[src/rtl/rf_arb_pkg.sv]
`default_nettype none
// ============================================================================
//  Module      : rf_arb_pkg
//  Description : Shared state encoding and default widths for the register-
//                file read arbiter.
//  Revision    : 1.0 - initial release
// ============================================================================
package rf_arb_pkg;

    // Default register-file geometry: 32 registers of 32 bits.
    localparam int RF_ARB_AW = 5;
    localparam int RF_ARB_DW = 32;

    // Arbiter FSM states.
    typedef enum logic [1:0] {
        IDLE = 2'd0,
        READ = 2'd1,
        RESP = 2'd2
    } state_t;

endpackage : rf_arb_pkg
`default_nettype wire

[src/rtl/rr_arbiter.sv]
`default_nettype none
// ============================================================================
//  Module      : rr_arbiter
//  Description : Combinational round-robin selector. Searches the request
//                vector starting at ptr_i and ascending modulo NREQ; returns
//                a one-hot grant and the binary index of the winner.
//  Revision    : 1.0 - initial release
// ============================================================================
module rr_arbiter #(
    parameter int NREQ = 4,
    parameter int IDW  = (NREQ > 1) ? $clog2(NREQ) : 1
) (
    input  logic [NREQ-1:0] req_i,
    input  logic [IDW-1:0]  ptr_i,
    output logic [NREQ-1:0] grant_o,
    output logic [IDW-1:0]  winner_o,
    output logic            any_o
);

    // One extra bit so ptr + offset can exceed NREQ-1 before wrapping.
    localparam int SW = IDW + 1;

    logic [SW-1:0]  w_sum;
    logic [IDW-1:0] w_idx;
    logic           w_found;

    // Walk the requesters in priority order; the first active one wins.
    always_comb begin
        grant_o  = '0;
        winner_o = '0;
        w_found  = 1'b0;
        w_sum    = '0;
        w_idx    = '0;
        for (int k = 0; k < NREQ; k++) begin
            w_sum = {1'b0, ptr_i} + SW'(k);
            if (w_sum >= SW'(NREQ)) begin
                w_sum = w_sum - SW'(NREQ);
            end
            w_idx = w_sum[IDW-1:0];
            if (!w_found && req_i[w_idx]) begin
                w_found        = 1'b1;
                grant_o[w_idx] = 1'b1;
                winner_o       = w_idx;
            end
        end
        any_o = w_found;
    end

endmodule : rr_arbiter
`default_nettype wire

[src/rtl/rf_read_arbiter.sv]
`default_nettype none
// ============================================================================
//  Module      : rf_read_arbiter
//  Description : Shares one register-file read port among NREQ requesters.
//                Round-robin grant in IDLE (or on response hand-off), drives
//                the read-mux select for one cycle in READ, then holds the
//                captured data in RESP until the consumer accepts it.
//                Optional feature macro RF_ARB_ZERO_REG_EN: a read of
//                register 0 bypasses READ and returns zero directly.
//  Revision    : 1.0 - initial release
// ============================================================================
module rf_read_arbiter
    import rf_arb_pkg::*;
#(
    parameter int NREQ = 4,
    parameter int DW   = RF_ARB_DW,
    parameter int AW   = RF_ARB_AW,
    parameter int IDW  = (NREQ > 1) ? $clog2(NREQ) : 1
) (
    input  logic               clk_i,
    input  logic               rst_i,
    input  logic [NREQ-1:0]    req_valid_i,
    input  logic [NREQ*AW-1:0] req_addr_i,
    output logic [NREQ-1:0]    req_ready_o,
    output logic [AW-1:0]      s_o,
    input  logic [DW-1:0]      y_i,
    output logic               rsp_valid_o,
    output logic [IDW-1:0]     rsp_id_o,
    output logic [DW-1:0]      rsp_data_o,
    input  logic               rsp_ready_i
);

    state_t          state_q, state_d;
    logic [IDW-1:0]  ptr_q,   ptr_d;
    logic [AW-1:0]   s_q,     s_d;
    logic [IDW-1:0]  id_q,    id_d;
    logic [DW-1:0]   data_q,  data_d;

    logic [NREQ-1:0] w_grant;
    logic [IDW-1:0]  w_winner;
    logic            w_any;
    logic [AW-1:0]   w_addr;
    logic            w_do_grant;
    logic [NREQ-1:0] w_req_ready;

    rr_arbiter #(
        .NREQ (NREQ),
        .IDW  (IDW)
    ) u_rr_arbiter (
        .req_i    (req_valid_i),
        .ptr_i    (ptr_q),
        .grant_o  (w_grant),
        .winner_o (w_winner),
        .any_o    (w_any)
    );

    // Pick out the address belonging to the one-hot winner.
    always_comb begin
        w_addr = '0;
        for (int i = 0; i < NREQ; i++) begin
            if (w_grant[i]) begin
                w_addr = req_addr_i[i*AW +: AW];
            end
        end
    end

    // Next-state, grant and datapath-load decisions.
    always_comb begin
        state_d     = state_q;
        ptr_d       = ptr_q;
        s_d         = s_q;
        id_d        = id_q;
        data_d      = data_q;
        w_do_grant  = 1'b0;
        w_req_ready = '0;

        case (state_q)
            IDLE: begin
                w_do_grant = w_any;
            end
            READ: begin
                data_d  = y_i;
                state_d = RESP;
            end
            RESP: begin
                // The response is released only on handshake; a pending
                // request is granted in that same cycle to keep 1 read / 2 cycles.
                if (rsp_ready_i) begin
                    w_do_grant = w_any;
                    if (!w_any) begin
                        state_d = IDLE;
                    end
                end
            end
            default: begin
                state_d = IDLE;
            end
        endcase

        if (w_do_grant) begin
            w_req_ready = w_grant;
            id_d        = w_winner;
            ptr_d       = (w_winner == IDW'(NREQ - 1)) ? '0 : w_winner + 1'b1;
`ifdef RF_ARB_ZERO_REG_EN
            // Register 0 reads as zero: skip the mux cycle, leave S alone.
            if (w_addr == '0) begin
                data_d  = '0;
                state_d = RESP;
            end else begin
                s_d     = w_addr;
                state_d = READ;
            end
`else
            s_d     = w_addr;
            state_d = READ;
`endif
        end
    end

    // State and datapath registers; reset discards any in-flight read.
    always_ff @(posedge clk_i or posedge rst_i) begin
        if (rst_i) begin
            state_q <= IDLE;
            ptr_q   <= '0;
            s_q     <= '0;
            id_q    <= '0;
            data_q  <= '0;
        end else begin
            state_q <= state_d;
            ptr_q   <= ptr_d;
            s_q     <= s_d;
            id_q    <= id_d;
            data_q  <= data_d;
        end
    end

    // Grant is combinational, so mask it while reset is held.
    assign req_ready_o = w_req_ready & {NREQ{~rst_i}};
    assign s_o         = s_q;
    assign rsp_valid_o = (state_q == RESP);
    assign rsp_id_o    = id_q;
    assign rsp_data_o  = data_q;

endmodule : rf_read_arbiter
`default_nettype wire

[config.mk]
export PLATFORM = sky130hd
export DESIGN_NAME = rf_read_arbiter
export DESIGN_NICKNAME = d
export VERILOG_FILES = /design/src/rtl/rf_arb_pkg.sv /design/src/rtl/rr_arbiter.sv /design/src/rtl/rf_read_arbiter.sv
export SDC_FILE = /design/constraint.sdc
export NUM_CORES = 1
export LEC_CHECK = 0
export CORE_MARGIN = 10
export CORE_UTILIZATION = 39
export DETAILED_ROUTE_END_ITERATION = 7
export PLACE_DENSITY = 0.8
export SETUP_SLACK_MARGIN = 0.1
export SLEW_MARGIN = 10
export SYNTH_ARGS = -nofsm -noshare
export SYNTH_HDL_FRONTEND = slang
export SYNTH_SLANG_ARGS = --single-unit
[constraint.sdc]
create_clock -name clk_i -period 3.26 [get_ports clk_i]
set_clock_uncertainty 0.05 [all_clocks]
set_input_delay 0.815 -clock clk_i [delete_from_list [all_inputs] [get_ports clk_i]]
set_output_delay 0.815 -clock clk_i [all_outputs]
set_load 0.05 [all_outputs]
==> results.sh, run 1 <==
export IMPL_grt_overflow=0
export IMPL_pwr_share_seq=0.189
export IMPL_crit_chain="inv_4, ha_4, mux4_2, nand2_1, o211ai_1, a221o_1, and3_4, buf_8"
export IMPL_reg2reg_depth=12
export IMPL_cp_required_ns=2.39
export IMPL_grt_max_degree=44
export IMPL_die_y_um=98.7
export IMPL_final_layout_size_suffix_gt1_frac=0.343
export IMPL_cts_made_buffers=5
export IMPL_cts_root_buf="clkbuf_8"
export IMPL_combPwrFrac=0.729
export IMPL_r2r_slack_ns=0.41
export IMPL_hold_viol_final=0
export IMPL_slowest_delay_ns=0.40
export IMPL_async_flop_share=1.00
export IMPL_fin_nets=424
export IMPL_min_from="rsp_id_o[0]$_DFFE_PP0N_"
export IMPL_fin_crit_sh=0.975
export IMPL_swShare=0.476
export IMPL_tightest_slew_ns=0.563
export IMPL_setup_worst_path_start_class="register"
export IMPL_viasPerCell=5.29
export IMPL_arrival_ns=2.31
export IMPL_p_int_w=0.00271
export IMPL_place_area_mm2=0.00379
export IMPL_place_congestion=0.912
export IMPL_die_width_um=98.7
export IMPL_instances_no_fill=434
export IMPL_grt_met3_usage=0.0859
export IMPL_rsz0062_at_grt="true"
export IMPL_finalPower_w=0.00518
export IMPL_drv_slew=0
export IMPL_mappedNetlistArea_mm2=0.00241
export IMPL_synth_edf_count=0
export IMPL_dp_hpwl_mm=6.36
export IMPL_p_sw_w=0.00247
export IMPL_cts_tree="yes"
export IMPL_die_area_mm2=0.00973
export IMPL_finalWorstSetupSlack_ns=0.0806
export IMPL_track_usage=0.165
export IMPL_cpMaxStageDelayCell="dfrtp_2"
export IMPL_cp_end_kind="output pin"
export IMPL_min_period_ns=3.18
export IMPL_min_path_type="register to register"
export IMPL_fin_area_mm2=0.00411
export IMPL_cts_buffer_depth=2
export IMPL_syn_to_final_growth_pct=70.2
export IMPL_hold_path_depth=2
export IMPL_relSlewSlack=0.623
export IMPL_first_iter_violations=84
export IMPL_first_pass_iters=4
export IMPL_syn_avg_cell_area_um2=11.1
export IMPL_io_buffers=102
export IMPL_hold_slack_ns=0.439
export IMPL_clk_latency_ns=0.29
export IMPL_htree_num_levels=2
export IMPL_place_inst=412
export IMPL_ant_nets=0
export IMPL_leakage_nw=1.71
export IMPL_ios=103
export IMPL_crit_type="register to output pin"
export IMPL_start_util=0.405
export IMPL_setup_viol_count_final=0
export IMPL_synth_seq_cells=43
export IMPL_routedWlPerCell_um=18.8
export IMPL_final_common_cell="clkdlybuf4s50_1"
export IMPL_cts_clk_slew_worst_paths_ns=0.08
export IMPL_grt_met1_usage=0.179
export IMPL_fmax_mhz=315
export IMPL_cts_hold_buf=0
export IMPL_seq_area_frac_synth=0.446
export IMPL_p_per_area_mw_per_mm2=1260
export IMPL_antenna_found_initial=0
export IMPL_grt_pass1_wl_mm=13.2
export IMPL_use_met2=0.275
export IMPL_hold_end="rsp_id_o[0]$_DFFE_PP0N_"
export IMPL_row_count=28
export IMPL_reg2reg_to="s_o[1]$_DFFE_PP0N_"
export IMPL_clkPwrFrac=0.083
export IMPL_synth_fp_nets=284
export IMPL_outcome="finished clean"
export IMPL_drt_wl_total_mm=8.18
export IMPL_ir_drop_v=0.000927
export IMPL_grt_busiest_layer="met2"
export IMPL_yosys_warnings=0
export IMPL_drv_cap=0
export IMPL_crit_fanout=7
export IMPL_dpl_worst_slack_ns=-0.350
export IMPL_synth_cell_types=51
export IMPL_diodes=0
export IMPL_grt_pass1_vias=2543
export IMPL_design_core_area_mm2=0.00596
export IMPL_synthFlopType="dfrtp_1"
export IMPL_clock_sinks=43
export IMPL_vias=2296
export IMPL_drc=0
export IMPL_synth_cells=218
export IMPL_layout_common_cells="94 x clkdlybuf4s50_1, 41 x dfrtp_1, 39 x buf_4"
synth_stat cells (2+ instances only):
cell type / number / area [um2]
nand2b_1: 3 / 18.8
and3b_1: 3 / 26.3
a21oi_1: 3 / 15.0
mux2_2: 34 / 383
nor3b_1: 2 / 15.0
nor2b_1: 2 / 12.5
a21bo_2: 2 / 20.0
nand3_1: 8 / 40.0
o221ai_1: 5 / 43.8
o31a_1: 2 / 17.5
nor3_1: 4 / 20.0
nand4_1: 7 / 43.8
and2_1: 2 / 12.5
o21ai_0: 5 / 25.0
inv_1: 5 / 18.8
nor2_1: 3 / 11.3
ha_1: 7 / 87.6
mux4_2: 2 / 45.0
dfrtp_1: 43 / 1080
mux2i_1: 2 / 20.0
clkbuf_1: 5 / 18.8
or3_1: 5 / 31.3
nand2_1: 25 / 93.8
xnor2_1: 2 / 17.5
buf_2: 4 / 20.0
a32oi_1: 6 / 52.6
buf_4: 3 / 22.5
flip-flops by register name, summed over array words and instances, names as in the netlist, named ones only:
register    flops
rsp_data_o     32
s_o             5
rsp_id_o        2
state_q         2
ptr_q           1
power by group through the flow:
stage / Sequential, W / Combinational (W) / Clock (W)
3_5_place_dp: 0.000987 / 0.00347 / 0
2_1_floorplan: 0.00185 / 0.00141 / 0
5_1_grt: 0.00101 / 0.00401 / 0.000462
3_3_place_gp: 0.000965 / 0.00344 / 0
4_1_cts: 0.000980 / 0.00370 / 0.000442
6_report: 0.000977 / 0.00377 / 0.000429
metrics by stage:
| step | TNS [ns] | utilization |
|---|---|---|
| floorplan | 0 | - |
| detailed placement | -1.38 | 0.636 |
| global placement | -1.19 | 0.636 |
| global route | -0.0110 | 0.690 |
| finish | 0 | 0.690 |
| CTS | 0 | 0.681 |
worst max-delay path: cells and delay by family (launching register included):
kind                     cells  cell delay (ns)
AO/OA/AOI/OAI                2             0.45
adder cells (fa/ha/maj)      1             0.33
buffers and inverters        2             0.19
flip-flops                   1             0.40
multiplexers                 1             0.37
AND/OR/NAND/NOR              2             0.27
worst max-delay path by stage:
stage | end | slack, ns
CTS | req_ready_o[1] | 0.08
global route | req_ready_o[3] | -0.01
floorplan | req_ready_o[3] | 0.08
detailed placement | req_ready_o[2] | -0.35
global placement | req_ready_o[2] | -0.31
finish | req_ready_o[0] | 0.08
metal layers:
metal / share of wire / wire length, um / up-vias
met1: 0.39 / 3190 / 1101
li1: - / - / 1085
met5: 0 / 0 / -
met3: 0.11 / 930 / 11
met2: 0.48 / 3920 / 99
met4: 0.016 / 134 / 0
cell type report:
class	count	area (um2)
Timing Repair Buffer	146	1410
Clock inverter	2	35.0
Fill cell	459	1850
Clock buffer	6	82.6
Inverter	7	35.0
Tap cell	75	93.8
Multi-Input combinational cell	155	1380
Sequential cell	43	1080
cells by family (layout without fill, tap and decap cells):
logic type	after synthesis	count (layout)	synth area share
AND/OR/NAND/NOR	68	68	0.148
flip-flops	43	43	0.446
AO/OA/AOI/OAI	39	39	0.134
multiplexers	39	39	0.191
buffers and inverters	20	161	0.0378
adder cells (fa/ha/maj)	7	7	0.0363
XOR/XNOR	2	2	0.00726
repair_timing:
action	in CTS	in global routing
setup buffers	9	5
pin swaps	9	7
setup endpoints to repair	4	4
gates resized for setup	38	5
(Power assumes the default switching activity.)
==> run 2, diff against run 1 <==
- CTS_CLUSTER_DIAMETER: unset -> 50
- TNS_END_PERCENT: unset -> 10
==> results.sh, run 2 (same netlist as run 1, synthesis figures left out) <==
export IMPL_leakage_nw=1.64
export IMPL_vias=2290
export IMPL_rsz0062_at_grt="true"
export IMPL_first_iter_violations=74
export IMPL_drt_wl_total_mm=7.72
export IMPL_hold_viol_final=0
export IMPL_fin_nets=417
export IMPL_diodes=0
export IMPL_crit_fanout=9
export IMPL_min_period_ns=3.19
export IMPL_cp_required_ns=2.39
export IMPL_fillCellCount=432
export IMPL_grt_pass1_vias=2454
export IMPL_setup_worst_path_start_class="input port"
export IMPL_final_common_cell="clkdlybuf4s50_1"
export IMPL_clock_sinks=43
export IMPL_min_path_type="register to register"
export IMPL_clk_latency_ns=0.29
export IMPL_antenna_found_initial=0
export IMPL_drv_slew=0
export IMPL_drc=0
export IMPL_place_congestion=0.844
export IMPL_cp_end_kind="output pin"
export IMPL_instances_no_fill=426
export IMPL_cts_hold_buf=0
export IMPL_design_core_area_mm2=0.00596
export IMPL_cpMaxStageDelayCell="a221o_1"
export IMPL_outcome="finished clean"
export IMPL_routedWlPerCell_um=18.1
export IMPL_critPathMostFrequentCell="buf_6"
export IMPL_arrival_ns=2.32
export IMPL_crit_chain="buf_6, buf_4, and3b_1, o21ai_1, nand2_1, a221o_1, and3_1, buf_6"
export IMPL_ir_drop_v=0.000781
export IMPL_final_layout_size_suffix_gt1_frac=0.322
export IMPL_fin_crit_sh=0.977
export IMPL_io_buffers=102
export IMPL_cts_root_buf="clkbuf_8"
export IMPL_hold_slack_ns=0.428
export IMPL_fin_area_mm2=0.00397
export IMPL_critPathBufInv=3
export IMPL_track_usage=0.157
export IMPL_first_pass_iters=6
export IMPL_cts_made_buffers=5
export IMPL_row_count=28
export IMPL_die_area_mm2=0.00973
export IMPL_place_area_mm2=0.00378
export IMPL_die_y_um=98.7
export IMPL_htree_num_levels=2
export IMPL_syn_to_final_growth_pct=64.6
export IMPL_dp_hpwl_mm=6.11
export IMPL_tightest_slew_ns=0.565
export IMPL_crit_type="input port to output pin"
export IMPL_slowest_delay_ns=0.40
export IMPL_grt_pass1_wl_mm=12.6
export IMPL_place_inst=411
export IMPL_fmax_mhz=314
export IMPL_cts_clk_slew_worst_paths_ns=0.07
export IMPL_relSlewSlack=0.622
export IMPL_ant_nets=0
export IMPL_layout_common_cells="94 x clkdlybuf4s50_1, 41 x dfrtp_1, 36 x buf_4"
export IMPL_die_width_um=98.7
export IMPL_start_util=0.405
export IMPL_drv_cap=0
export IMPL_p_per_area_mw_per_mm2=1230
export IMPL_setup_viol_count_final=0
export IMPL_grt_overflow=0
export IMPL_critPathTopFamily="compound AO/OA/AOI/OAI gates"
export IMPL_largest_register_ffs=32
export IMPL_grt_max_degree=44
export IMPL_viasPerCell=5.38
export IMPL_ios=103
export IMPL_cts_buffer_depth=2
export IMPL_cts_tree="yes"
==> run 2: cell types whose count changed in the layout (fill, tap and decap cells not counted), sizes merged <==
cell / previous run / this run
bufinv: 1 / 0
buf: 52 / 45
==> run 2: metrics by stage <==
step	total power, W	setup TNS [ns]	worst slack, ns	util
global placement	0.00436	-1.09	-0.274	0.635
floorplan	0.00326	0	0.0761	-
global route	0.00518	-0.0106	-0.0106	0.667
detailed placement	0.00442	-1.38	-0.329	0.635
CTS	0.00487	0	0.0901	0.663
finish	0.00489	0	0.0744	0.667
==> run 2: worst register-to-register path: cells and delay by family (launching register included) <==
family          cells  cell delay [ns]
compound gates      4             0.62
fa+ha+maj           1             0.33
buf+inv             3             0.40
flops               1             0.40
mux                 1             0.35
simple gates        1             0.34
==> run 2: cell type report <==
| class | count | area, um2 | share of cell area |
|---|---|---|---|
| clock buffer | 6 | 82.6 | 0.0208 |
| clock inverter | 1 | 5.00 | 0.00126 |
| inverter | 7 | 35.0 | 0.00882 |
| multi-input combinational | 155 | 1350 | 0.339 |
| sequential | 43 | 1080 | 0.271 |
| tap | 75 | 93.8 | 0.0236 |
| timing repair buffer | 139 | 1330 | 0.335 |
==> run 2: final timing paths <==
check / start / end / slack (ns) / cells past startpoint
max: req_valid_i[2] / req_ready_o[0] / 0.07 / 8
min: rsp_id_o[1]$_DFFE_PP0N_ / rsp_id_o[1]$_DFFE_PP0N_ / 0.43 / 2
max reg2reg: ptr_q[1]$_DFFE_PP0N_ / s_o[4]$_DFFE_PP0N_ / 0.66 / 10
min reg2reg: rsp_id_o[1]$_DFFE_PP0N_ / rsp_id_o[1]$_DFFE_PP0N_ / 0.43 / 2
max in group asynchronous: rst_i / ptr_q[1]$_DFFE_PP0N_ / 1.51 / 3
min in group asynchronous: rst_i / s_o[1]$_DFFE_PP0N_ / 1.25 / 3
==> run 2: report_power, final <==
| group | total [W] | internal (W) | switching (W) | leakage, nW |
|---|---|---|---|---|
| sequential | 0.000968 | 0.000820 | 0.000149 | 0.504 |
| combinational | 0.00358 | 0.00151 | 0.00207 | 1.09 |
| clock | 0.000335 | 0.000166 | 0.000169 | 0.0470 |
| total | 0.00489 | 0.00250 | 0.00239 | 1.64 |
==> run 2: routing by layer <==
metal	track usage	share of wire
met1	0.163	0.36
met2	0.267	0.49
met3	0.0950	0.14
met4	0.0375	0.011
met5	0	0
==> run 2: repair_timing <==
action | in CTS | in global routing
gates resized for setup | 31 | 1
setup buffers | 5 | 3
pin swaps | 6 | 6
setup endpoints to repair | 4 | 4
==> run 3, diff against run 2 <==
- SKIP_LAST_GASP: unset -> 1
==> results of run 3 <==
The final DEF is identical to that of run 2; final timing and power are the same.
